## config.mk

```make
export PLATFORM = sky130hd
export DESIGN_NAME = dmem_arbiter_flat
export DESIGN_NICKNAME = d
export VERILOG_FILES = /design/src/rtl/dmem_arbiter_if.sv /design/src/rtl/dmem_arbiter.sv /design/src/flat_wrapper.sv
export SDC_FILE = /design/constraint.sdc
export NUM_CORES = 1
export LEC_CHECK = 0
export CORE_AREA = 2 2 462 464
export CTS_BUF_LIST = sky130_fd_sc_hd__clkbuf_16
export CTS_CLUSTER_DIAMETER = 50
export DETAILED_ROUTE_END_ITERATION = 6
export DIE_AREA = 0 0 464 466
export HOLD_SLACK_MARGIN = 0.15
export MAX_ROUTING_LAYER = met4
export PLACE_DENSITY_LB_ADDON = 0.1
export SLEW_MARGIN = 20
export SYNTH_ARGS = -nofsm -noshare
export SYNTH_HDL_FRONTEND = slang
export SYNTH_SLANG_ARGS = --single-unit
```

## constraint.sdc

```tcl
create_clock -name clk -period 2.3 [get_ports clk]
set_input_delay 0.23 -clock clk [delete_from_list [all_inputs] [get_ports clk]]
set_output_delay 0.23 -clock clk [all_outputs]
set_load 0.005 [all_outputs]
```

## src/rtl/dmem_arbiter_if.sv

```systemverilog
// ---------------------------------------------------------------------------
// dmem_arbiter_if
// Groups the bus signals between the two data-memory requesters (scalar and
// vector), the arbiter and the memory.
//
// Parameters:
//   ADDR_W        address width of both requesters and the memory port
//
// Signal summary:
//   Scalar requester : s_req, s_we, s_addr, s_wdata[15:0], s_rready (to arbiter)
//                      s_gnt, s_rvalid, s_rdata[15:0]              (from arbiter)
//   Vector requester : v_req, v_we, v_addr, v_wdata[255:0], v_rready (to arbiter)
//                      v_gnt, v_rvalid, v_rdata[255:0]              (from arbiter)
//   Memory command   : mem_addr, mem_we, mem_src_sel (0=scalar, 1=vector),
//                      mem_wdata_a[15:0], mem_wdata_b[255:0]        (from arbiter)
//   Memory response  : mem_q_a[15:0], mem_q_b[255:0]                (to arbiter)
//   Status           : busy                                         (from arbiter)
//
// Modports:
//   slave  - the arbiter's view
//   master - the environment's view (requesters plus memory)
// ---------------------------------------------------------------------------
interface dmem_arbiter_if #(
  parameter int ADDR_W = 32
);

  // Scalar requester
  logic              s_req;
  logic              s_we;
  logic [ADDR_W-1:0] s_addr;
  logic [15:0]       s_wdata;
  logic              s_gnt;
  logic              s_rvalid;
  logic [15:0]       s_rdata;
  logic              s_rready;

  // Vector requester
  logic              v_req;
  logic              v_we;
  logic [ADDR_W-1:0] v_addr;
  logic [255:0]      v_wdata;
  logic              v_gnt;
  logic              v_rvalid;
  logic [255:0]      v_rdata;
  logic              v_rready;

  // Memory port
  logic [ADDR_W-1:0] mem_addr;
  logic              mem_we;
  logic              mem_src_sel;
  logic [15:0]       mem_wdata_a;
  logic [255:0]      mem_wdata_b;
  logic [15:0]       mem_q_a;
  logic [255:0]      mem_q_b;

  // Status
  logic              busy;

  modport slave (
    input  s_req, s_we, s_addr, s_wdata, s_rready,
    input  v_req, v_we, v_addr, v_wdata, v_rready,
    input  mem_q_a, mem_q_b,
    output s_gnt, s_rvalid, s_rdata,
    output v_gnt, v_rvalid, v_rdata,
    output mem_addr, mem_we, mem_src_sel, mem_wdata_a, mem_wdata_b,
    output busy
  );

  modport master (
    output s_req, s_we, s_addr, s_wdata, s_rready,
    output v_req, v_we, v_addr, v_wdata, v_rready,
    output mem_q_a, mem_q_b,
    input  s_gnt, s_rvalid, s_rdata,
    input  v_gnt, v_rvalid, v_rdata,
    input  mem_addr, mem_we, mem_src_sel, mem_wdata_a, mem_wdata_b,
    input  busy
  );

endinterface

```

## src/rtl/dmem_arbiter.sv

```systemverilog
// ---------------------------------------------------------------------------
// dmem_arbiter
// Shares one single-port data memory between a scalar requester (16-bit
// data) and a vector requester (256-bit data). Writes complete in the grant
// cycle; reads take one extra wait cycle (RD_WAIT) and are then returned
// through a per-requester rvalid/rdata holding register with rready
// back-pressure.
//
// Ports:
//   clk  - sole clock, rising edge
//   rst  - synchronous, active-high reset
//   bus  - dmem_arbiter_if.slave (requesters, memory command/response, busy)
//
// Parameters:
//   ADDR_W - address width (must match the interface instance)
//
// Build option:
//   DMEM_ARB_VEC_PRIO_EN - when defined, the vector requester always wins a
//   contention (fixed priority). When undefined, contention is resolved
//   round-robin: the requester not granted most recently wins.
// ---------------------------------------------------------------------------
module dmem_arbiter #(
  parameter int ADDR_W = 32
) (
  input logic           clk,
  input logic           rst,
  dmem_arbiter_if.slave bus
);

  typedef enum logic {
    IDLE    = 1'b0,
    RD_WAIT = 1'b1
  } state_e;

  state_e       state_q;
  logic         srcVec_q;
  logic         s_rvalid_q;
  logic         v_rvalid_q;
  logic [15:0]  s_rdata_q;
  logic [255:0] v_rdata_q;
`ifndef DMEM_ARB_VEC_PRIO_EN
  logic         lastVec_q;
`endif

  logic              sElig;
  logic              vElig;
  logic              pickVec;
  logic              inIdle;
  logic              sGnt;
  logic              vGnt;
  logic              grantRead;
  logic [ADDR_W-1:0] memAddr;

  // Arbitration. A read is only eligible when its response register is free
  // or being drained this cycle, so a held response is never overwritten.
  // Grants are suppressed during reset and outside IDLE.
  always_comb begin
    sElig = bus.s_req & (bus.s_we | ~s_rvalid_q | bus.s_rready);
    vElig = bus.v_req & (bus.v_we | ~v_rvalid_q | bus.v_rready);
`ifdef DMEM_ARB_VEC_PRIO_EN
    pickVec = vElig;
`else
    pickVec = vElig & (~sElig | ~lastVec_q);
`endif
    inIdle    = (state_q == IDLE) & ~rst;
    sGnt      = inIdle & sElig & ~pickVec;
    vGnt      = inIdle & pickVec;
    grantRead = (sGnt & ~bus.s_we) | (vGnt & ~bus.v_we);
    memAddr   = pickVec ? bus.v_addr : bus.s_addr;
  end

  assign bus.s_gnt       = sGnt;
  assign bus.v_gnt       = vGnt;
  assign bus.mem_addr    = memAddr;
  assign bus.mem_we      = (sGnt & bus.s_we) | (vGnt & bus.v_we);
  assign bus.mem_src_sel = pickVec;
  assign bus.mem_wdata_a = bus.s_wdata;
  assign bus.mem_wdata_b = bus.v_wdata;

  // Response and status outputs read as zero for the whole reset cycle,
  // including the first one before the registers have been cleared.
  assign bus.s_rvalid = s_rvalid_q & ~rst;
  assign bus.v_rvalid = v_rvalid_q & ~rst;
  assign bus.s_rdata  = rst ? 16'h0  : s_rdata_q;
  assign bus.v_rdata  = rst ? 256'h0 : v_rdata_q;
  assign bus.busy     = (state_q == RD_WAIT) & ~rst;

  // FSM plus response registers. A consume clears rvalid; a capture in the
  // same cycle is written afterwards and wins, so rvalid stays set with the
  // new data. Reset in RD_WAIT simply drops the outstanding read.
  always_ff @(posedge clk) begin
    if (rst) begin
      state_q    <= IDLE;
      srcVec_q   <= 1'b0;
      s_rvalid_q <= 1'b0;
      v_rvalid_q <= 1'b0;
      s_rdata_q  <= 16'h0;
      v_rdata_q  <= 256'h0;
`ifndef DMEM_ARB_VEC_PRIO_EN
      lastVec_q  <= 1'b1;
`endif
    end else begin
      if (bus.s_rready) begin
        s_rvalid_q <= 1'b0;
      end
      if (bus.v_rready) begin
        v_rvalid_q <= 1'b0;
      end

      case (state_q)
        IDLE: begin
          if (grantRead) begin
            state_q  <= RD_WAIT;
            srcVec_q <= vGnt;
          end
        end
        RD_WAIT: begin
          if (srcVec_q) begin
            v_rdata_q  <= bus.mem_q_b;
            v_rvalid_q <= 1'b1;
          end else begin
            s_rdata_q  <= bus.mem_q_a;
            s_rvalid_q <= 1'b1;
          end
          state_q <= IDLE;
        end
      endcase

`ifndef DMEM_ARB_VEC_PRIO_EN
      if (sGnt) begin
        lastVec_q <= 1'b0;
      end else if (vGnt) begin
        lastVec_q <= 1'b1;
      end
`endif
    end
  end

endmodule

```

## src/flat_wrapper.sv

```systemverilog
// flat-port wrapper written by rule: the top's interface ports become plain ports
module dmem_arbiter_flat 
#(
  parameter int ADDR_W = 32
)
  (clk, rst, bus_s_req, bus_s_we, bus_s_addr, bus_s_wdata, bus_s_rready, bus_v_req, bus_v_we, bus_v_addr, bus_v_wdata, bus_v_rready, bus_mem_q_a, bus_mem_q_b, bus_s_gnt, bus_s_rvalid, bus_s_rdata, bus_v_gnt, bus_v_rvalid, bus_v_rdata, bus_mem_addr, bus_mem_we, bus_mem_src_sel, bus_mem_wdata_a, bus_mem_wdata_b, bus_busy);
  dmem_arbiter_if #(.ADDR_W(ADDR_W)) bus_i ();
  input logic clk;
  input logic rst;
  input wire logic [$bits(bus_i.s_req)-1:0] bus_s_req;
  input wire logic [$bits(bus_i.s_we)-1:0] bus_s_we;
  input wire logic [$bits(bus_i.s_addr)-1:0] bus_s_addr;
  input wire logic [$bits(bus_i.s_wdata)-1:0] bus_s_wdata;
  input wire logic [$bits(bus_i.s_rready)-1:0] bus_s_rready;
  input wire logic [$bits(bus_i.v_req)-1:0] bus_v_req;
  input wire logic [$bits(bus_i.v_we)-1:0] bus_v_we;
  input wire logic [$bits(bus_i.v_addr)-1:0] bus_v_addr;
  input wire logic [$bits(bus_i.v_wdata)-1:0] bus_v_wdata;
  input wire logic [$bits(bus_i.v_rready)-1:0] bus_v_rready;
  input wire logic [$bits(bus_i.mem_q_a)-1:0] bus_mem_q_a;
  input wire logic [$bits(bus_i.mem_q_b)-1:0] bus_mem_q_b;
  output wire logic [$bits(bus_i.s_gnt)-1:0] bus_s_gnt;
  output wire logic [$bits(bus_i.s_rvalid)-1:0] bus_s_rvalid;
  output wire logic [$bits(bus_i.s_rdata)-1:0] bus_s_rdata;
  output wire logic [$bits(bus_i.v_gnt)-1:0] bus_v_gnt;
  output wire logic [$bits(bus_i.v_rvalid)-1:0] bus_v_rvalid;
  output wire logic [$bits(bus_i.v_rdata)-1:0] bus_v_rdata;
  output wire logic [$bits(bus_i.mem_addr)-1:0] bus_mem_addr;
  output wire logic [$bits(bus_i.mem_we)-1:0] bus_mem_we;
  output wire logic [$bits(bus_i.mem_src_sel)-1:0] bus_mem_src_sel;
  output wire logic [$bits(bus_i.mem_wdata_a)-1:0] bus_mem_wdata_a;
  output wire logic [$bits(bus_i.mem_wdata_b)-1:0] bus_mem_wdata_b;
  output wire logic [$bits(bus_i.busy)-1:0] bus_busy;
  assign bus_i.s_req = bus_s_req;
  assign bus_i.s_we = bus_s_we;
  assign bus_i.s_addr = bus_s_addr;
  assign bus_i.s_wdata = bus_s_wdata;
  assign bus_i.s_rready = bus_s_rready;
  assign bus_i.v_req = bus_v_req;
  assign bus_i.v_we = bus_v_we;
  assign bus_i.v_addr = bus_v_addr;
  assign bus_i.v_wdata = bus_v_wdata;
  assign bus_i.v_rready = bus_v_rready;
  assign bus_i.mem_q_a = bus_mem_q_a;
  assign bus_i.mem_q_b = bus_mem_q_b;
  assign bus_s_gnt = bus_i.s_gnt;
  assign bus_s_rvalid = bus_i.s_rvalid;
  assign bus_s_rdata = bus_i.s_rdata;
  assign bus_v_gnt = bus_i.v_gnt;
  assign bus_v_rvalid = bus_i.v_rvalid;
  assign bus_v_rdata = bus_i.v_rdata;
  assign bus_mem_addr = bus_i.mem_addr;
  assign bus_mem_we = bus_i.mem_we;
  assign bus_mem_src_sel = bus_i.mem_src_sel;
  assign bus_mem_wdata_a = bus_i.mem_wdata_a;
  assign bus_mem_wdata_b = bus_i.mem_wdata_b;
  assign bus_busy = bus_i.busy;
  dmem_arbiter #(.ADDR_W(ADDR_W)) u_core (.clk(clk), .rst(rst), .bus(bus_i));
endmodule
```

==> summary.md, run 1 <==
| Metric | Value |
|---|---|
| Longest Clk Path Bufs | `3` |
| Critical path depth in cells | `9` |
| Root Buffer | `clkbuf_16` |
| Gr usage total | `8.44%` |
| Fmax | `0.430 GHz` |
| Max-cap violations | `0` |
| RSZ-0062 raised after global routing | `yes` |
| CTS tree | `done` |
| Reg2reg end | `u_core.v_rdata_q[86]` |
| Wire length on met2 | `42.5 mm` |
| PwrDens | `634 nW/um2` |
| Cells after synthesis | `1898` |
| Cell Chain, Critical Path | `nor3b_4 -> o221ai_4 -> inv_6 -> buf_4 -> buf_12 -> buf_4 -> nand2_1 -> nand2_1 -> buf_2` |
| Total power | `17.5 mW` |
| Via-to-Cell Ratio | `2.68` |
| Period utilisation layout | `101%` |
| CP required | `2070 ps` |
| Final Hold Vio Count | `0` |
| Most instantiated library cell after synthesis | `nand2_1` |
| Largest net degree at the start of global routing | `63` |
| Number of flops mapped to enable cells by yosys | `0` |
| Fin worst setup slack | `-26.6 ps` |
| Placed insts | `5050` |
| Share of the synthesized area in the top cell type | `39.4%` |
| Worst r2r src | `u_core.srcVec_q` |
| Ranking of synthesized cells by area | `dfxtp_1, nand2_1, buf_4, nor2b_1, a21oi_1` |
| Synth Flop Type | `dfxtp_1` |
| Crit path buffers/inverters | `5` |
| Mapped cell area | `14100 um2` |
| Drt first pass iters | `4` |
| Die area | `216000 um2` |
| Worst-path clk slew | `40 ps` |
| Failing checks | `negative setup slack` |
| Total CTS buffers | `78` |
| Starting DRT DRC Count | `407` |
| Critical path destination | `bus_mem_addr[14]` |
| Kind of critical path | `reg2out` |
| Top Layer Used | `met4` |
| Fin crit period | `2330 ps` |
| Die Ht | `466 um` |
| Remaining DRCs | `0` |
| CP Capture Type | `output pin` |
| Vias in the first global route | `15800` |
| Antenna violations before repair | `17` |
| CP Launch Point | `u_core.s_rvalid_q` |
| Finished Layout Cells | `5479` |
| Maximum vdd drop | `0.500 mV` |
| Hold slack final | `210 ps` |
| Routed Antenna Nets | `0` |
| Num ports | `1199` |
| Core area | `211000 um2` |
| Crit-path max cell delay | `320 ps` |
| Total congestion overflow | `0` |
| Crit start category | `flop` |
| Rows | `169` |
| Clk_lat worst skew | `680 ps` |
| Fraction of layout cells with a size suffix above 1 | `10.8%` |
| Global placement routability congestion | `0.736` |
| Placed cell area | `22200 um2` |
| Rel. slew slack | `64.7%` |
| Dominant cell type by area after synthesis | `dfxtp_1` |
| Yosys warnings | `0` |
| Wire length on met1 | `34.8 mm` |
| Syn-to-layout area delta | `96.7%` |
| CP arrival | `2100 ps` |
| Starting Density | `6.66%` |
| Worst reg2reg path depth | `6` |
| Netlist cell types | `26` |
| Die W | `464 um` |
| Hold Crit Class | `in2reg` |
| Mean post-synth cell area | `7.42 um2` |
| # nets final | `3209` |
| Critical path peak fanout | `7` |
| Fill cell count | `24400` |
| Synth Register Bits | `277` |
| CP delay by family, top | `buffers and inverters` |
| Slew Limit Fails | `0` |
| CTS H-Tree Depth | `3` |
| Reg-to-reg slack, setup | `200 ps` |
| HPWL after detailed placement | `71.6 mm` |
| Tightest Pin Transition | `529 ps` |
| Synth top cells by count | `nand2_1, nor2b_1, dfxtp_1` |
| Crit path max-delay cell type | `dfxtp_2` |
| Pleak | `9.30 nW` |
| Syn nets | `2514` |
| Clock skew | `16.7 ps` |
| Port-buffer cells | `654` |
| Place WS | `-242 ps` |
| Design Area, Final | `27700 um2` |
| Final setup viols | `11` |
| First-pass GRT wire length | `125 mm` |
| Drt wl/cell | `16.7 um` |
| Vias | `14700` |
| WL met3 | `10.4 mm` |
| Post-Route WL | `91.6 mm` |
| Outcome | `finished, violations left` |
| Async SR Flop Fraction | `0%` |
| Post-synthesis sequential area ratio | `39.4%` |
| # clock sinks | `277` |
-- timing repair --
item | in CTS | in global routing
cloned | 4 | 0
endpoints found under the hold margin | 265 | 0
setup endpoints to repair | 43 | 35
setup buffers | 13 | 2
gates resized for setup | 200 | 7
hold buffers | 267 | 0
pin swaps | 29 | 5
-- power breakdown --
part,total (mW),switching (mW),internal [mW]
logic,1.92,0.725,1.19
clock network,10.7,3.66,7.04
registers,4.93,0.0408,4.89
-- how the worst min path moves through the flow --
stage                                      from               endpoint  cells past startpoint
after floorplan                  bus_mem_q_a[0]    u_core.s_rdata_q[0]                      2
after global placement     u_core.v_rdata_q[24]   u_core.v_rdata_q[24]                      2
after detailed placement  u_core.v_rdata_q[175]  u_core.v_rdata_q[175]                      2
after CTS                      bus_mem_q_b[159]  u_core.v_rdata_q[159]                      3
after global routing           bus_mem_q_b[136]  u_core.v_rdata_q[136]                      3
final                          bus_mem_q_b[240]  u_core.v_rdata_q[240]                      3
-- tightest hold or removal path, cell delays in order --
cell,delay [ps]
clkdlybuf4s50_1,410
nand2_1,120
a21oi_1,80
-- layer usage --
layer	vias to the layer above	track usage, %
li1	7113	-
met1	6626	8.62
met2	684	13.2
met3	259	4.68
met4	0	3.87
met5	-	-
-- placed cells by master (no fill, tap or decap), types with 8 or more instances in the layout --
cell type	instances
dfxtp_1	273
dlygate4sd3_1	265
diode_2	12
buf_12	30
clkinv_2	11
buf_2	33
a21oi_1	275
nand2_2	25
bufinv_16	8
inv_1	14
nor2b_1	274
buf_4	55
nand2_1	616
clkinv_1	14
buf_6	8
clkbuf_16	79
clkdlybuf4s50_1	614
-- logic make-up (layout without fill, tap and decap cells) --
group / after synthesis / after routing / synth area share (%)
simple gates: 934 / 934 / 30.1
flops: 277 / 277 / 39.4
buf+inv: 404 / 1152 / 20.2
other cells: 0 / 12 / 0
compound gates: 283 / 283 / 10.3
-- stage by stage --
step / util [%] / TNS (ps)
2_1_floorplan: - / 0
3_3_place_gp: 10.5 / -3330
3_5_place_dp: 10.5 / -3710
4_1_cts: 13.1 / -3920
5_1_grt: 13.1 / -4510
6_report: 13.1 / -155
-- final cells by class --
cell class	count	area [um2]	share of cell area (%)
Clock buffer	79	1980	7.14
Tap cell	2821	3530	12.7
Clock inverter	54	522	1.88
Timing Repair Buffer	1016	10300	37.1
Inverter	3	16.3	0.0587
Sequential cell	277	5550	20.0
Antenna cell	12	30.0	0.108
Multi-Input combinational cell	1217	5800	21.0
-- flip-flops by register name, summed over array words and instances (netlist names) --
signal	count
u_core.s_rvalid_q	1
u_core.v_rvalid_q	1
u_core.s_rdata_q	16
u_core.state_q	1
u_core.lastVec_q	1
u_core.srcVec_q	1
u_core.v_rdata_q	256
No activity file was read; power rests on OpenSTA's default activity.
==> inputs of run 2 (changes only) <==
--- a/constraint.sdc
+++ b/constraint.sdc
@@ -3,2 +3,2 @@
 set_output_delay 0.23 -clock clk [all_outputs]
-set_load 0.005 [all_outputs]
+set_load 0.1 [all_outputs]
==> run 2 against run 1 <==
The flow still finishes with violations (negative setup slack). Sequential share of layout area fell by 2.0 points. First-iteration DRC count rose by 5.7%. Fmax down 1.4%. Power rose by 11%. Non-clock buffer count fell by 18.
==> summary.md, run 2 (synthesis gave the netlist of run 1 again) <==
| Metric | Value |
|---|---|
| Slew Limit Fails | `0` |
| Commonest non-fill, non-tap cell in the layout | `nand2_1` |
| Starting DRT DRC Count | `430` |
| Worst r2r src | `u_core.state_q` |
| Critical path destination | `bus_mem_addr[12]` |
| Die W | `464 um` |
| Max FFs per register | `256` |
| Kind of critical path | `reg2out` |
| Crit-path max cell delay | `320 ps` |
| Max-cap violations | `0` |
| Root Buffer | `clkbuf_16` |
| Antenna violations before repair | `27` |
| Clk_lat worst skew | `710 ps` |
| Starting Density | `6.66%` |
| Die Ht | `466 um` |
| Total CTS buffers | `91` |
| Remaining DRCs | `0` |
| # nets final | `3205` |
| Final setup viols | `30` |
| Largest net degree at the start of global routing | `56` |
| Drt first pass iters | `4` |
| Die area | `216000 um2` |
| Crit path max-delay cell type | `dfxtp_2` |
| Reg2reg end | `u_core.v_rdata_q[245]` |
| Largest regs | `u_core.v_rdata_q x256, u_core.s_rdata_q x16` |
| HPWL after detailed placement | `80.2 mm` |
| Outcome | `finished, violations left` |
| Biggest register | `u_core.v_rdata_q` |
| CP dominant cell by count | `buf_12` |
| Fin crit period | `2360 ps` |
| Core area | `211000 um2` |
| Layout Utilization | `14.6%` |
| Port-buffer cells | `654` |
| Pleak | `10.7 nW` |
| Maximum vdd drop | `0.501 mV` |
| Syn-to-layout area delta | `119%` |
| Period utilisation layout | `103%` |
| Vias | `14900` |
| Rows | `169` |
| Worst reg2reg path depth | `5` |
| CTS H-Tree Depth | `3` |
| Fraction of layout cells with a size suffix above 1 | `21.9%` |
| Critical path peak fanout | `9` |
| CP arrival | `2130 ps` |
| Place WS | `34.3 ps` |
| Global placement routability congestion | `0.776` |
| Hold Crit Class | `in2reg` |
| Crit start category | `flop` |
| Failing checks | `negative setup slack` |
| Design Area, Final | `30800 um2` |
| CTS tree | `done` |
| CP Launch Point | `u_core.s_rvalid_q` |
| Tightest Pin Transition | `640 ps` |
| # clock sinks | `277` |
| Gr usage total | `9.44%` |
| Cell Chain, Critical Path | `nor3b_4 -> o221ai_4 -> buf_12 -> clkinv_16 -> buf_12 -> nand2_1 -> nand2_2 -> buf_12` |
| Total congestion overflow | `0` |
| Longest Clk Path Bufs | `3` |
| Placed cell area | `24900 um2` |
| Most frequent cells in the layout | `nand2_1, clkdlybuf4s50_1, buf_12, nor2b_1, a21oi_1` |
| Via-to-Cell Ratio | `2.71` |
| Total power | `19.4 mW` |
| Reg-to-reg slack, setup | `330 ps` |
| CP required | `2070 ps` |
| PwrDens | `630 nW/um2` |
| Fmax | `0.424 GHz` |
| Worst-path clk slew | `40 ps` |
| RSZ-0062 raised after global routing | `yes` |
| Drt wl/cell | `18.6 um` |
| CP Capture Type | `output pin` |
| Num ports | `1199` |
| First-pass GRT wire length | `138 mm` |
| Vias in the first global route | `15800` |
| Routed Antenna Nets | `0` |
| Clock skew | `43.7 ps` |
| Post-Route WL | `102 mm` |
| Final Hold Vio Count | `0` |
| Fin worst setup slack | `-58.6 ps` |
| Rel. slew slack | `57.2%` |
run 2: changes by cell type in the layout (fill, tap and decap cells not counted), sizes merged:
cell and change:
clkbuf +16, clkinvlp -3, inv -2, diode +1
clkdlybuf4s50 -272, clkdlybuf4s15 -1, buf +256, bufinv -5
dlygate4sd2 -3, clkinv +29
run 2: where the power goes:
| group | total, mW | internal (mW) | switching [mW] |
|---|---|---|---|
| sequential | 4.93 | 4.89 | 0.0362 |
| clock | 11.5 | 7.52 | 3.98 |
| combinational | 2.97 | 1.42 | 1.55 |
run 2: metal layers:
metal | share of wire (%) | wire length, um | global-route usage, % | vias up
met2 | 43 | 44200 | 13.9 | 740
met3 | 13 | 13000 | 5.58 | 355
li1 | - | - | - | 7114
met1 | 39 | 39400 | 9.85 | 6660
met5 | 0 | 0 | - | -
met4 | 5.5 | 5590 | 4.96 | 0
run 2: worst min path at each step:
| stage | end | depth (start not counted) | slack [ps] | startpoint |
|---|---|---|---|---|
| 3_3_place_gp | u_core.v_rdata_q[173] | 2 | 440 | u_core.v_rdata_q[173] |
| 4_1_cts | u_core.v_rdata_q[232] | 3 | 150 | bus_mem_q_b[232] |
| 3_5_place_dp | u_core.v_rdata_q[142] | 2 | 440 | u_core.v_rdata_q[142] |
| 2_1_floorplan | u_core.s_rdata_q[0] | 2 | 370 | bus_mem_q_a[0] |
| 6_report | u_core.v_rdata_q[218] | 3 | 220 | bus_mem_q_b[218] |
| 5_1_grt | u_core.v_rdata_q[3] | 3 | 180 | bus_mem_q_b[3] |
run 2: layout make-up:
| cell class | count | area [um2] |
|---|---|---|
| Antenna cell | 13 | 32.5 |
| Clock inverter | 72 | 468 |
| Fill cell | 24000 | 180000 |
| Inverter | 3 | 37.5 |
| Clock buffer | 93 | 2330 |
| Tap cell | 2821 | 3530 |
| Sequential cell | 277 | 5550 |
| Timing Repair inverter | 1 | 6.26 |
| Timing Repair Buffer | 998 | 12900 |
| Multi-Input combinational cell | 1217 | 5890 |
run 2: critical path: cells and delay by family, from the launching register on:
family                 cells  cell delay, ps
buffers and inverters      4             540
AND/OR/NAND/NOR            3             400
flip-flops                 1             320
AO/OA/AOI/OAI              1             130
run 2: stage by stage:
step / hold WS (ps) / setup TNS [ps] / cells
floorplan: 366 / 0 / 1898
global placement: 439 / -1.43 / 5042
detailed placement: 439 / 0 / 5042
CTS: 152 / -6400 / 5478
global route: 177 / -6710 / 5495
finish: 222 / -830 / 5495
run 2: what timing repair did:
item,in CTS,in global routing
gates resized for setup,56,21
cloned,1,3
buffers inserted,4,1
hold buffers,267,0
pin swaps,7,10
endpoints found under the setup margin,36,36
hold endpoints to repair,270,0
==> inputs of run 3 (changes only) <==
SETUP_SLACK_MARGIN = 0.4   (was not set)
==> run 3 against run 2 <==
Fmax down 1.6%. Cell count down 0.40%. Critical endpoint is now bus_s_gnt. Non-clock buffer count up 2. Clock-buffer cell count down 10. Register-to-register slack better by 270 ps. Hold slack worse by 17 ps. Sequential cell count unchanged. The flow still finishes with violations (negative setup slack). Largest power group unchanged. Global-route usage down 0.86 points.
==> summary.md, run 3 (synthesis gave the netlist of run 1 again) <==
| Metric | Value |
|---|---|
| CTS H-Tree Depth | `3` |
| Hold slack final | `205 ps` |
| CTS tree | `done` |
| Antenna violations before repair | `22` |
| Via-to-Cell Ratio | `2.70` |
| Clock skew | `32.0 ps` |
| Finished Layout Cells | `5473` |
| Biggest register | `u_core.v_rdata_q` |
| Crit path buffers/inverters | `5` |
| Core area | `211000 um2` |
| Fin crit period | `2400 ps` |
| Rel. slew slack | `56.1%` |
| Layout Utilization | `14.8%` |
| Starting DRT DRC Count | `402` |
| PwrDens | `617 nW/um2` |
| CP dominant cell by count | `buf_12` |
| Post-Route WL | `92.6 mm` |
| Cell Chain, Critical Path | `nor3b_4 -> o221ai_4 -> buf_12 -> clkinv_8 -> buf_12 -> buf_4 -> nor3_4 -> buf_12` |
| Total congestion overflow | `0` |
| Global placement routability congestion | `0.702` |
| Crit path max-delay cell type | `dfxtp_2` |
| Worst r2r src | `u_core.srcVec_q` |
| Outcome | `finished, violations left` |
| Tightest Pin Transition | `650 ps` |
| Syn-to-layout area delta | `123%` |
| Final Hold Vio Count | `0` |
| Critical path depth in cells | `8` |
| Crit-path max cell delay | `320 ps` |
| Vias | `14800` |
| Top Usage Layer GRT | `met2` |
| HPWL after detailed placement | `71.6 mm` |
| Routed Antenna Nets | `0` |
| Drt wl/cell | `16.9 um` |
| Final setup viols | `36` |
| Period utilisation layout | `104%` |
| Port-buffer cells | `654` |
| CP delay by family, top | `buffers and inverters` |
| Die W | `464 um` |
| Total CTS buffers | `82` |
| Remaining DRCs | `0` |
| Worst-path clk slew | `40 ps` |
| Largest regs | `u_core.v_rdata_q x256, u_core.s_rdata_q x16` |
| Placed insts | `5036` |
| Max FFs per register | `256` |
| First-pass GRT wire length | `127 mm` |
| CP Capture Type | `output pin` |
| CP required | `2070 ps` |
| Reg-to-reg slack, setup | `600 ps` |
| Worst hold start | `rst` |
| Maximum vdd drop | `0.518 mV` |
| Vias in the first global route | `15900` |
| Reg2reg end | `u_core.v_rdata_q[223]` |
| Met1 Use GR | `8.50%` |
| Clk_lat worst skew | `680 ps` |
| Largest net degree at the start of global routing | `81` |
| Failing checks | `negative setup slack` |
| Fmax | `0.417 GHz` |
| Hold Crit Class | `in2reg` |
| Starting Density | `6.66%` |
| Commonest non-fill, non-tap cell in the layout | `nand2_1` |
| Fraction of layout cells with a size suffix above 1 | `30.3%` |
| CP arrival | `2170 ps` |
| Root Buffer | `clkbuf_16` |
| Gr usage total | `8.58%` |
| Crit start category | `flop` |
| Grt met3 use | `5.39%` |
| Place WS | `68.0 ps` |
| Post-route setup TNS | `-1450 ps` |
| Most frequent cells in the layout | `nand2_1, clkdlybuf4s50_1, buf_12, a21oi_1, dlygate4sd3_1` |
| Max-cap violations | `0` |
| Slew Limit Fails | `0` |
| Die Ht | `466 um` |
| Pleak | `10.7 nW` |
| Worst reg2reg path depth | `5` |
| Kind of critical path | `reg2out` |
| # clock sinks | `277` |
| RSZ-0062 raised after global routing | `yes` |
| Num ports | `1199` |
| # nets final | `3197` |
| Hold EP | `u_core.srcVec_q` |
| GRT met2 Usage | `13.2%` |
| Hold path depth | `3` |
| Rows | `169` |
| Critical path peak fanout | `5` |
| Drt first pass iters | `4` |
| Die area | `216000 um2` |
| Longest Clk Path Bufs | `3` |
| Fin worst setup slack | `-96.8 ps` |
==> run 3: cell types whose count changed in the layout (fill, tap and decap cells not counted), sizes merged <==
cell / change
buf: -4
bufinv: +8
clkinv: -29
clkbuf: -12
inv: +7
dlygate4sd3: +8
==> run 3: how the worst max path moves through the flow <==
stage                            from          endpoint  slack [ps]
detailed placement           bus_s_we        bus_mem_we          70
finish              u_core.s_rvalid_q         bus_s_gnt        -100
CTS                 u_core.s_rvalid_q        bus_mem_we        -240
global placement             bus_s_we        bus_mem_we          70
floorplan                         rst   bus_s_rdata[10]          20
global route        u_core.s_rvalid_q  bus_mem_addr[24]        -240
==> run 3: cell type report <==
class                           instances  area, um2
Fill cell                           24000     180000
Timing Repair Buffer                 1000      13000
Multi-Input combinational cell       1217       6500
Sequential cell                       277       5560
Tap cell                             2821       3530
Clock buffer                           83       2080
Clock inverter                         59        614
Antenna cell                           13       32.5
Inverter                                3       23.8
==> run 3: where the power goes <==
group          internal [mW]  switching, mW  total, mW  leakage (nW)
clock network           7.67           3.79       11.5          1.39
logic                   1.43           1.52       2.95          7.05
registers               4.89         0.0415       4.93          2.24
==> run 3: timing repair <==
| item | in CTS | in global routing |
|---|---|---|
| setup buffers | 7 | 1 |
| hold buffers | 274 | 0 |
| pin swaps | 5 | 1 |
| gates resized for setup | 53 | 24 |
| hold endpoints to repair | 271 | 0 |
| setup endpoints to repair | 45 | 46 |
==> run 3: through the flow <==
step | power, mW | instance area [um2]
finish | 19.3 | 31300
global route | 20.3 | 31300
CTS | 20.0 | 31200
detailed placement | 7.52 | 25600
global placement | 7.53 | 25600
floorplan | 8.41 | 14700
==> run 3: routing by layer <==
| metal | up-vias | part of all wire (%) |
|---|---|---|
| li1 | 7094 | - |
| met4 | 0 | 4.9 |
| met5 | - | 0 |
| met2 | 729 | 45 |
| met1 | 6646 | 37 |
| met3 | 314 | 13 |
==> run 3: worst register-to-register path: stages, from the launching register on <==
cell and delay [ps]:
dfxtp_2 440, and2_4 220, buf_12 220, nand2_1 90
a21oi_1 120, dlygate4sd3_1 550
